**src/rtl/dedisp_pkg.sv**
```systemverilog
// dedisp_pkg -- shared constants and FSM state type for the dedispersion
// frame packer.
//   HDR_WORD : frame sync word written first on header frames
//   TS_W     : timestamp width
//   OUT_W    : FIFO word width
//   state_t  : packer FSM states (ST_CSUM exists only when
//              DEDISP_PACK_CHKSUM_EN is defined)
package dedisp_pkg;

  localparam logic [15:0] HDR_WORD = 16'hFFFF;
  localparam int          TS_W     = 40;
  localparam int          OUT_W    = 16;

  typedef enum logic [2:0] {
    ST_IDLE  = 3'd0,
    ST_CHECK = 3'd1,
    ST_HDR   = 3'd2,
    ST_TSH   = 3'd3,
    ST_TSM   = 3'd4,
    ST_TSL   = 3'd5,
`ifdef DEDISP_PACK_CHKSUM_EN
    ST_DATA  = 3'd6,
    ST_CSUM  = 3'd7
`else
    ST_DATA  = 3'd6
`endif
  } state_t;

  // Number of OUT_W-bit words needed to carry one channel of data_w bits.
  function automatic int words_per_chan(input int data_w);
    return (data_w + OUT_W - 1) / OUT_W;
  endfunction

endpackage

```
**src/rtl/dedisp_sync_fifo.sv**
```systemverilog
// dedisp_sync_fifo -- single-clock FIFO with registered read data and a
// free-space count, used as the packer's output store.
//   clk, rst_n : clock, asynchronous active-low reset
//   wr_en/wr_data : write port (ignored when full unless a read frees a slot)
//   rd_en      : read request, ignored while empty
//   rd_data    : registered, valid the cycle after an accepted read
//   empty      : no words stored
//   free       : DEPTH minus current occupancy
module dedisp_sync_fifo #(
  parameter int WIDTH = 16,
  parameter int DEPTH = 64
) (
  input  logic                   clk,
  input  logic                   rst_n,
  input  logic                   wr_en,
  input  logic [WIDTH-1:0]       wr_data,
  input  logic                   rd_en,
  output logic [WIDTH-1:0]       rd_data,
  output logic                   empty,
  output logic [$clog2(DEPTH):0] free
);

  localparam int AW = $clog2(DEPTH);
  localparam int CW = AW + 1;
  localparam logic [AW:0] DEPTH_C = CW'(DEPTH);

  logic [WIDTH-1:0] mem [DEPTH];
  logic [AW-1:0]    wr_ptr_reg;
  logic [AW-1:0]    rd_ptr_reg;
  logic [AW:0]      count_reg;
  logic [WIDTH-1:0] rd_data_reg;
  logic             rd_ok;
  logic             wr_ok;

  assign rd_ok = rd_en && (count_reg != '0);
  // A full FIFO can still take a write when the same cycle pops a word.
  assign wr_ok = wr_en && ((count_reg != DEPTH_C) || rd_ok);

  // Storage array has no reset so it maps onto block RAM.
  always_ff @(posedge clk) begin
    if (wr_ok) begin
      mem[wr_ptr_reg] <= wr_data;
    end
  end

  always_ff @(posedge clk or negedge rst_n) begin
    if (!rst_n) begin
      wr_ptr_reg  <= '0;
      rd_ptr_reg  <= '0;
      count_reg   <= '0;
      rd_data_reg <= '0;
    end else begin
      if (wr_ok) begin
        wr_ptr_reg <= wr_ptr_reg + 1'b1;
      end
      if (rd_ok) begin
        rd_ptr_reg  <= rd_ptr_reg + 1'b1;
        rd_data_reg <= mem[rd_ptr_reg];
      end
      case ({wr_ok, rd_ok})
        2'b10:   count_reg <= count_reg + 1'b1;
        2'b01:   count_reg <= count_reg - 1'b1;
        default: count_reg <= count_reg;
      endcase
    end
  end

  assign rd_data = rd_data_reg;
  assign empty   = (count_reg == '0);
  assign free    = DEPTH_C - count_reg;

endmodule

```
**src/rtl/dedisp_frame_packer.sv**
```systemverilog
// dedisp_frame_packer -- packs one frame of NCH power channels (plus an
// occasional header and 40-bit timestamp) into 16-bit FIFO words.
//   clk, rst_n  : clock, asynchronous active-low reset
//   dready      : frame strobe, a frame starts on its rising edge
//   power_in    : channel k at [k*DATA_W +: DATA_W]
//   timer_flag  : 40-bit timestamp captured with the frame
//   rd_en, dout, empty : FIFO read side (dout valid the cycle after rd_en)
//   frame_cnt   : accepted frames (wraps)
//   drop_cnt    : dropped frames (saturates)
//   ovf         : sticky drop flag
// Optional feature macro: DEDISP_PACK_CHKSUM_EN appends an XOR checksum word.
module dedisp_frame_packer
  import dedisp_pkg::*;
#(
  parameter int NCH        = 4,
  parameter int DATA_W     = 24,
  parameter int FIFO_DEPTH = 64,
  parameter int HDR_PERIOD = 2048
) (
  input  logic                  clk,
  input  logic                  rst_n,
  input  logic                  dready,
  input  logic [NCH*DATA_W-1:0] power_in,
  input  logic [TS_W-1:0]       timer_flag,
  input  logic                  rd_en,
  output logic [OUT_W-1:0]      dout,
  output logic                  empty,
  output logic [15:0]           frame_cnt,
  output logic [15:0]           drop_cnt,
  output logic                  ovf
);

  localparam int WPC      = words_per_chan(DATA_W);
  localparam int NW       = NCH * WPC;
  localparam int SR_W     = NW * OUT_W;
  localparam int CH_PAD_W = WPC * OUT_W;
`ifdef DEDISP_PACK_CHKSUM_EN
  localparam int CS = 1;
`else
  localparam int CS = 0;
`endif
  localparam int AW   = $clog2(FIFO_DEPTH);
  localparam int LW   = AW + 1;
  localparam int WC_W = $clog2(NW + 1);
  localparam logic [AW:0]     L_HDR  = LW'(4 + NW + CS);
  localparam logic [AW:0]     L_DATA = LW'(NW + CS);
  localparam logic [15:0]     HDR_P  = 16'(HDR_PERIOD);
  localparam logic [WC_W-1:0] WC_END = WC_W'(NW - 1);

  state_t            state_reg, state_next;
  logic              dready_d_reg;
  logic [TS_W-1:0]   ts_reg;
  logic [SR_W-1:0]   data_sr_reg;
  logic [WC_W-1:0]   word_cnt_reg;
  logic [15:0]       frame_cnt_reg;
  logic [15:0]       drop_cnt_reg;
  logic              ovf_reg;
`ifdef DEDISP_PACK_CHKSUM_EN
  logic [OUT_W-1:0]  csum_reg;
`endif

  logic              dready_edge;
  logic              is_hdr;
  logic [AW:0]       frame_len;
  logic [AW:0]       fifo_free;
  logic              fits;
  logic              drop_evt;
  logic              wr_en;
  logic [OUT_W-1:0]  wr_data;
  logic [SR_W-1:0]   seq_words;

  assign dready_edge = dready & ~dready_d_reg;
  assign is_hdr      = (frame_cnt_reg % HDR_P) == 16'd0;
  assign frame_len   = is_hdr ? L_HDR : L_DATA;
  assign fits        = (fifo_free >= frame_len);
  // Edges that arrive while a frame is in flight are lost, as are frames
  // that would not fit completely in the FIFO.
  assign drop_evt    = ((state_reg == ST_CHECK) && !fits) ||
                       ((state_reg != ST_IDLE) && dready_edge);

  // Reorder the channels into output order at capture time so the DATA
  // phase only shifts: word j of the frame body sits at the top after j shifts.
  for (genvar gi = 0; gi < NCH; gi++) begin : g_ch
    logic [CH_PAD_W-1:0] ch_pad;
    assign ch_pad = CH_PAD_W'(power_in[gi*DATA_W +: DATA_W]);
    for (genvar gj = 0; gj < WPC; gj++) begin : g_word
      assign seq_words[(NW-1-(gi*WPC+gj))*OUT_W +: OUT_W] =
        ch_pad[(WPC-1-gj)*OUT_W +: OUT_W];
    end
  end

  always_comb begin
    state_next = state_reg;
    wr_en      = 1'b0;
    wr_data    = '0;
    case (state_reg)
      ST_IDLE:  if (dready_edge) state_next = ST_CHECK;
      ST_CHECK: begin
        if (fits) state_next = is_hdr ? ST_HDR : ST_DATA;
        else      state_next = ST_IDLE;
      end
      ST_HDR: begin
        wr_en = 1'b1; wr_data = HDR_WORD; state_next = ST_TSH;
      end
      ST_TSH: begin
        wr_en = 1'b1; wr_data = {8'h00, ts_reg[39:32]}; state_next = ST_TSM;
      end
      ST_TSM: begin
        wr_en = 1'b1; wr_data = ts_reg[31:16]; state_next = ST_TSL;
      end
      ST_TSL: begin
        wr_en = 1'b1; wr_data = ts_reg[15:0]; state_next = ST_DATA;
      end
      ST_DATA: begin
        wr_en   = 1'b1;
        wr_data = data_sr_reg[SR_W-1 -: OUT_W];
        if (word_cnt_reg == WC_END) begin
`ifdef DEDISP_PACK_CHKSUM_EN
          state_next = ST_CSUM;
`else
          state_next = ST_IDLE;
`endif
        end
      end
`ifdef DEDISP_PACK_CHKSUM_EN
      ST_CSUM: begin
        wr_en = 1'b1; wr_data = csum_reg; state_next = ST_IDLE;
      end
`endif
      default:  state_next = ST_IDLE;
    endcase
  end

  always_ff @(posedge clk or negedge rst_n) begin
    if (!rst_n) begin
      state_reg     <= ST_IDLE;
      dready_d_reg  <= 1'b0;
      ts_reg        <= '0;
      data_sr_reg   <= '0;
      word_cnt_reg  <= '0;
      frame_cnt_reg <= '0;
      drop_cnt_reg  <= '0;
      ovf_reg       <= 1'b0;
    end else begin
      state_reg    <= state_next;
      dready_d_reg <= dready;
      if ((state_reg == ST_IDLE) && dready_edge) begin
        ts_reg      <= timer_flag;
        data_sr_reg <= seq_words;
      end else if (state_reg == ST_DATA) begin
        data_sr_reg <= data_sr_reg << OUT_W;
      end
      if (state_reg == ST_DATA) word_cnt_reg <= word_cnt_reg + WC_W'(1);
      else                      word_cnt_reg <= '0;
      if ((state_reg == ST_CHECK) && fits) begin
        frame_cnt_reg <= frame_cnt_reg + 16'd1;
      end
      if (drop_evt) begin
        ovf_reg <= 1'b1;
        if (drop_cnt_reg != 16'hFFFF) drop_cnt_reg <= drop_cnt_reg + 16'd1;
      end
    end
  end

`ifdef DEDISP_PACK_CHKSUM_EN
  always_ff @(posedge clk or negedge rst_n) begin
    if (!rst_n) begin
      csum_reg <= '0;
    end else if (state_reg == ST_CHECK) begin
      csum_reg <= '0;
    end else if (wr_en) begin
      csum_reg <= csum_reg ^ wr_data;
    end
  end
`endif

  dedisp_sync_fifo #(
    .WIDTH (OUT_W),
    .DEPTH (FIFO_DEPTH)
  ) u_fifo (
    .clk     (clk),
    .rst_n   (rst_n),
    .wr_en   (wr_en),
    .wr_data (wr_data),
    .rd_en   (rd_en),
    .rd_data (dout),
    .empty   (empty),
    .free    (fifo_free)
  );

  assign frame_cnt = frame_cnt_reg;
  assign drop_cnt  = drop_cnt_reg;
  assign ovf       = ovf_reg;

endmodule

```
**config.mk**
```make
export PLATFORM = sky130hd
export DESIGN_NAME = dedisp_frame_packer
export DESIGN_NICKNAME = d
export VERILOG_FILES = /design/src/rtl/dedisp_pkg.sv /design/src/rtl/dedisp_sync_fifo.sv /design/src/rtl/dedisp_frame_packer.sv
export SDC_FILE = /design/constraint.sdc
export NUM_CORES = 1
export LEC_CHECK = 0
export ABC_CLOCK_PERIOD_IN_PS = 6000
export CORE_UTILIZATION = 61
export CTS_CLUSTER_SIZE = 40
export DETAILED_ROUTE_END_ITERATION = 12
export PLACE_DENSITY = 0.8
export SKIP_CTS_REPAIR_TIMING = 1
export SYNTH_ARGS = -nofsm -noshare
export SYNTH_HDL_FRONTEND = slang
export SYNTH_SLANG_ARGS = --single-unit
```
**constraint.sdc**
```tcl
create_clock -name clk -period 6 [get_ports clk]
set_input_delay 1.2 -clock clk [delete_from_list [all_inputs] [get_ports clk]]
set_output_delay 1.2 -clock clk [all_outputs]
set_load 0.01 [all_outputs]
```
# Word level (Yosys, flattened, before mapping)
# Memory sizes are Yosys's and may differ from the RTL's. A register that Yosys moved wholly into a read port is not among the register bits.
# Index checks and enable logic that the tools add are counted.
# Widths: inputs -> output; s select.
# classes
reduce_logical	20
order_cmp	1
n_mul	0
n_div	0
eq_ne	13
n_shift	0
mux	14
n_bitwise	2
n_addsub	8
# op_table
operator	count
$mux 128	2
$pmux 16 s5	1
$add 16x1->16 const B	2
$pmux 3 s7	1
$logic_not 16->1	1
$ne 16x16->1 const B	1
$mux 3	5
$pmux 7 s2	1
$add 6x1->6 const B	2
$eq 3x3->1 const B	3
$add 7x1->7 const B	1
$ge 7x4->1	1
$logic_not 7->1	1
$ne 7x7->1 const B	1
$reduce_bool 7->1	1
$sub 7x1->7 const B	1
$sub 7x7->7 const A	1
$eq 3x2->1 const B	2
$logic_and 1x1->1	6
$reduce_or 5->1	1
$add 4x1->4 const B	1
$eq 4x3->1 const B	1
$mux 4	1
$ne 2x2->1 const B	2
12 further kinds	18
# totals
mem_bits_ro	0
ram_bits	1024
out_inout_bits	50
wordCells	70
regBits	228
memories	1
in_bits	140
latch_bits	0
# mem_list
name	words	width	rd	rd_clocked_by_memory_dff	wr	line_no	source
u_fifo.mem	64	16	1	1	1	dedisp_sync_fifo.sv:27	logic [WIDTH-1:0] mem [DEPTH];

# Logic depth before layout (Yosys ltp)
# depth
word_depth	7
depth_mapped	13

# Cells and area by module
# Synthesis repeated with hierarchy kept, for this count alone.
# unflattened
hier_cells	2893
area_unflattened_um2	50130.6
# modules_own_cells
mod	n_inst	area_each_um2	seq_area_each_um2	cells_per_inst
dedisp_sync_fifo	1	40909.2	31625.3	1969
dedisp_frame_packer	1	9221.3	5230.0	924

# Least setup slack after synthesis
# No wires, ideal clock.
# synth_path
path_type	register to register
start	reg state_reg[1]
end	mem u_fifo.mem[0][1] (data pin)
setup_slack_ns	1.361
n_path_buf	3
arrival_time_ns	3.938
stages_incl_launch_ff	7
required_ns	5.298
synth_period_minus_slack_ns	4.639
setup_ns	0.702
cell_sequence	dfrtp_1 -> buf_2 -> clkbuf_1 -> nor2b_1 -> clkbuf_1 -> a21oi_1 -> o21ai_0
# synth_between
elab_chain_len	2
# synth_rtl
item	line_no	source
from (decl)	dedisp_frame_packer.sv:50	state_t state_reg, state_next;
from (signal assigned)	dedisp_frame_packer.sv:145	state_reg <= state_next;
$eq 3x3->1 / $eq 3x2->1 (equally long branches)	dedisp_frame_packer.sv:96	case (state_reg)
$pmux 16 s5 *	dedisp_frame_packer.sv:96	
via u_fifo.wr_data[1]	dedisp_sync_fifo.sv:16	input logic [WIDTH-1:0] wr_data,
to (decl)	dedisp_sync_fifo.sv:27	
# Mark *: on every way through the listed nets, which the timed path passes. The rest lies on a longest branch.

# Final worst setup path
# layout_path
start	in rd_en
end	mem u_fifo.mem[49][4], enable pin
# layout_between
elab_chain_len	5
# layout_rtl
item	line_no	source
from (decl)	dedisp_frame_packer.sv:25	input logic rd_en,
$logic_and 1x1->1	dedisp_sync_fifo.sv:35	assign rd_ok = rd_en && (count_reg != '0);
$logic_or 1x1->1	dedisp_sync_fifo.sv:37	assign wr_ok = wr_en && ((count_reg != DEPTH_C) || rd_ok);
$logic_and 1x1->1	dedisp_sync_fifo.sv:37	
$mux 1	dedisp_sync_fifo.sv:41	if (wr_ok) begin
$mux 1 (implied by the code)	dedisp_sync_fifo.sv:42	mem[wr_ptr_reg] <= wr_data;
# No other way between the ends.

==> flow_metrics.env <==
export IMPL_die_w_um=289
export IMPL_tightest_slew_ns=1.44
export IMPL_finalHoldViolCount=0
export IMPL_drive_gt1_share_pct=16.2
export IMPL_cts_sinks=1268
export IMPL_track_usage_pct=30.9
export IMPL_cp_endpoint="u_fifo.mem[49][4]$_DFFE_PP_"
export IMPL_timing_critical_path_from="rd_en"
export IMPL_holdPathStages=1
export IMPL_status="completed"
export IMPL_tns_ns=0
export IMPL_ant_nets=0
export IMPL_worstSetupPathType="in2reg"
export IMPL_intPower_w=0.0202
export IMPL_switchingPower_w=0.0116
export IMPL_instances_no_fill=4427
export IMPL_skew_ns=0.0578
export IMPL_wl_um=128000
export IMPL_htree_levels=3
export IMPL_maxCapViolCount=0
export IMPL_grt_overflow=0
export IMPL_layout_min_cycle_time_ns=3.88
export IMPL_crit_slowest_cell="clkdlybuf4s50_1"
export IMPL_numPlacedInstances=4199
export IMPL_largest_register_ffs=1024
export IMPL_grt_pass1_vias=29143
export IMPL_syn_nets=3171
export IMPL_antenna_found_initial=3
export IMPL_port_buffers=189
export IMPL_ys_ff_latch=1268
export IMPL_gp_congestion=0.894
export IMPL_pwr_share_clk_pct=23.5
export IMPL_via_count=29202
export IMPL_hpwl_um=75600
export IMPL_synth_simple_gate_area_share_pct=5.24
export IMPL_power_density_nw_per_um2=551
export IMPL_ys_types=63
export IMPL_critical_path_buf_inv_count=3
export IMPL_relSlewSlack_pct=3.65
export IMPL_ys_flop_type="edfxtp_1"
export IMPL_cts_tree="done"
export IMPL_synth_warnings=0
export IMPL_crit_chain="clkdlybuf4s50_1, inv_1, a311oi_2, nor2b_1, nand2_1, nor2_1, buf_4"
export IMPL_drtIter0Drc=3975
export IMPL_cpPeakStageDelay_ns=0.66
export IMPL_die_y_um=289
export IMPL_reg2reg_depth=6
export IMPL_cts_buffer_depth=3
export IMPL_startpoint_type="primary input"
export IMPL_synthArstFlopShare_pct=19.2
export IMPL_core_um2=81100
export IMPL_syn_avg_cell_area_um2=16.7
export IMPL_pwr_share_comb_pct=33.9
export IMPL_synth_compound_area_share_pct=5.64
export IMPL_insertion_delay_ns=0.71
export IMPL_viasPerCell=6.60
export IMPL_leakage_nw=20.5
export IMPL_start_util_pct=62.1
export IMPL_max_freq_ghz=0.258
export IMPL_fin_crit_sh_pct=64.6
export IMPL_syn_cell_area_um2=50300
export IMPL_power_frac_seq_pct=42.7
export IMPL_grt_pass1_wl_um=187000
export IMPL_crit_arrival_ns=4.25
export IMPL_cp_required_ns=6.37
export IMPL_synth_adder_area_share_pct=0.338
export IMPL_syn_inst=3018
export IMPL_cp_top_family="simple AND/OR/NAND/NOR gates"
export IMPL_rsz0062_at_grt="no"
export IMPL_peakVddDrop_mv=0.730
export IMPL_p_sw_share_pct=36.4
export IMPL_fp_dieArea_um2=83600
export IMPL_synth_top_family_by_area="multiplexers"
export IMPL_drc=0
export IMPL_io_pin_count=190
export IMPL_reg2reg_setup_slack_ns=2.15
export IMPL_clk_pin_slew_ns=0.06
export IMPL_routedWlPerCell_um=28.9
export IMPL_first_pass_iters=6
export IMPL_synthXorXnorAreaFrac_pct=0.801
export IMPL_synth_yosys_seq_area_share_pct=73.2
export IMPL_maxSlewViolCount=0
export IMPL_rows=104
export IMPL_critPathMaxFanout=16
export IMPL_setup_viol=0
export IMPL_synth_enable_flop_cells=1024
export IMPL_cp_end_kind="flop"
export IMPL_numCtsBuffers=119
export IMPL_grt_max_degree=186
export IMPL_synthMuxAreaShare_pct=12.9
export IMPL_cts_root_buf="clkbuf_16"
export IMPL_cp_num_cells=7
export IMPL_reg2reg_to="u_fifo.mem[49][4]$_DFFE_PP_"
export IMPL_reg2reg_from="state_reg[2]$_DFFE_PN0P_"
export IMPL_layout_nets=3413
export IMPL_area_growth_pct=14.7
export IMPL_hold_path_class="reg2reg"
[per-layer routing]
layer / part of all wire (%) / vias to the layer above / wire length [µm] / global-route usage, %
met5: 0 / - / 0 / 0
met4: 5.1 / 0 / 6470 / 14.5
met3: 10 / 362 / 13100 / 5.80
met2: 48 / 1956 / 61600 / 49.8
met1: 37 / 14659 / 46800 / 41.3
li1: - / 12225 / - / -
[power groups by stage]
stage	Sequential, W	Combinational, W	Clock (W)
4_1_cts	0.0135	0.0106	0.00749
2_1_floorplan	0.0135	0.00632	0
3_5_place_dp	0.0137	0.0105	0
6_report	0.0136	0.0108	0.00746
3_3_place_gp	0.0136	0.0101	0
5_1_grt	0.0137	0.0112	0.00782
[synthesized netlist by cell type, drive strengths merged, types with 5 or more instances]
cell type  number  area (µm²)
buf            92         557
a22oi          84         631
a21oi          66         330
mux2i         250        2510
o21ai          52         264
o221ai         17         149
edfxtp       1024       30700
or3            22         138
inv            14        52.6
nand2         379        1430
o31ai          18         135
nor3           21         110
mux2           83         935
mux4          135        3040
nor2          119         447
o22ai         102         638
a211oi          9        72.6
nand4           8        50.1
a221oi         23         201
clkbuf         85         319
dfrtp         244        6110
nor2b           8        50.1
ha             12         150
and3            9        56.3
a32oi          11        96.3
a221o          13         130
nand3          18        95.1
xnor2          28         245
xor2           18         158
nand3b          5        37.5
nor4            8        83.8
[layout make-up]
class / count / area [µm²]
sequential: 1268 / 36900
fill: 4776 / 23400
multi-input combinational: 1559 / 12800
clock buffer: 156 / 3180
timing repair buffer: 298 / 2780
tap: 1060 / 1330
clock inverter: 69 / 716
inverter: 14 / 52.6
antenna: 3 / 7.51
[worst min path at each step]
stage | start | end | slack (ns)
CTS | word_cnt_reg[0]$_DFF_PN0_ | word_cnt_reg[0]$_DFF_PN0_ | 0.47
global route | word_cnt_reg[0]$_DFF_PN0_ | word_cnt_reg[0]$_DFF_PN0_ | 0.50
global placement | word_cnt_reg[0]$_DFF_PN0_ | word_cnt_reg[0]$_DFF_PN0_ | 0.45
floorplan | word_cnt_reg[0]$_DFF_PN0_ | word_cnt_reg[0]$_DFF_PN0_ | 0.43
finish | word_cnt_reg[0]$_DFF_PN0_ | word_cnt_reg[0]$_DFF_PN0_ | 0.48
detailed placement | ovf$_DFFE_PN0P_ | ovf$_DFFE_PN0P_ | 0.46
[logic make-up (layout without fill, tap and decap cells)]
group | after synthesis | in the layout
other cells | 0 | 3
simple gates | 615 | 615
fa+ha+maj | 13 | 13
xor+xnor | 46 | 46
mux | 468 | 468
flops | 1268 | 1268
compound gates | 417 | 417
buf+inv | 191 | 537
[layout by cell type, fill, tap and decap left out, types with 7 or more instances in the layout]
cell type and count:
bufinv_16 10, dfrtp_1 239, a32oi_1 11, clkbuf_16 119
a22oi_1 84, nand3_1 16, mux4_2 135, nand2_1 378
nor2b_1 7, mux2_2 80, or3_1 22, xor2_1 18
a211oi_1 8, nand4_1 8, mux2i_1 249, a221o_1 13
clkdlybuf4s50_1 188, o31ai_1 10, buf_4 104, and3_1 9
a21oi_1 66, o21ai_0 46, clkbuf_1 31, clkinv_1 20
o22ai_1 102, o221ai_1 17, ha_1 12, nor3_1 20
edfxtp_1 1024, clkinvlp_4 7, o31ai_4 8, a221oi_1 23
clkinv_2 24, xnor2_1 28, nor2_1 117, inv_1 14
[metrics by stage]
step	util (%)	power, W	worst slack, ns	cell area (µm²)	hold WS [ns]
final	71.2	0.0318	2.12	57700	0.476
after global routing	71.2	0.0326	2.03	57700	0.495
after CTS	71.2	0.0316	2.18	57700	0.474
after detailed placement	66.4	0.0242	1.59	53800	0.460
after global placement	66.4	0.0237	1.76	53800	0.448
after floorplan	-	0.0198	1.36	50300	0.433
No activity file was read; power rests on OpenSTA's default activity.
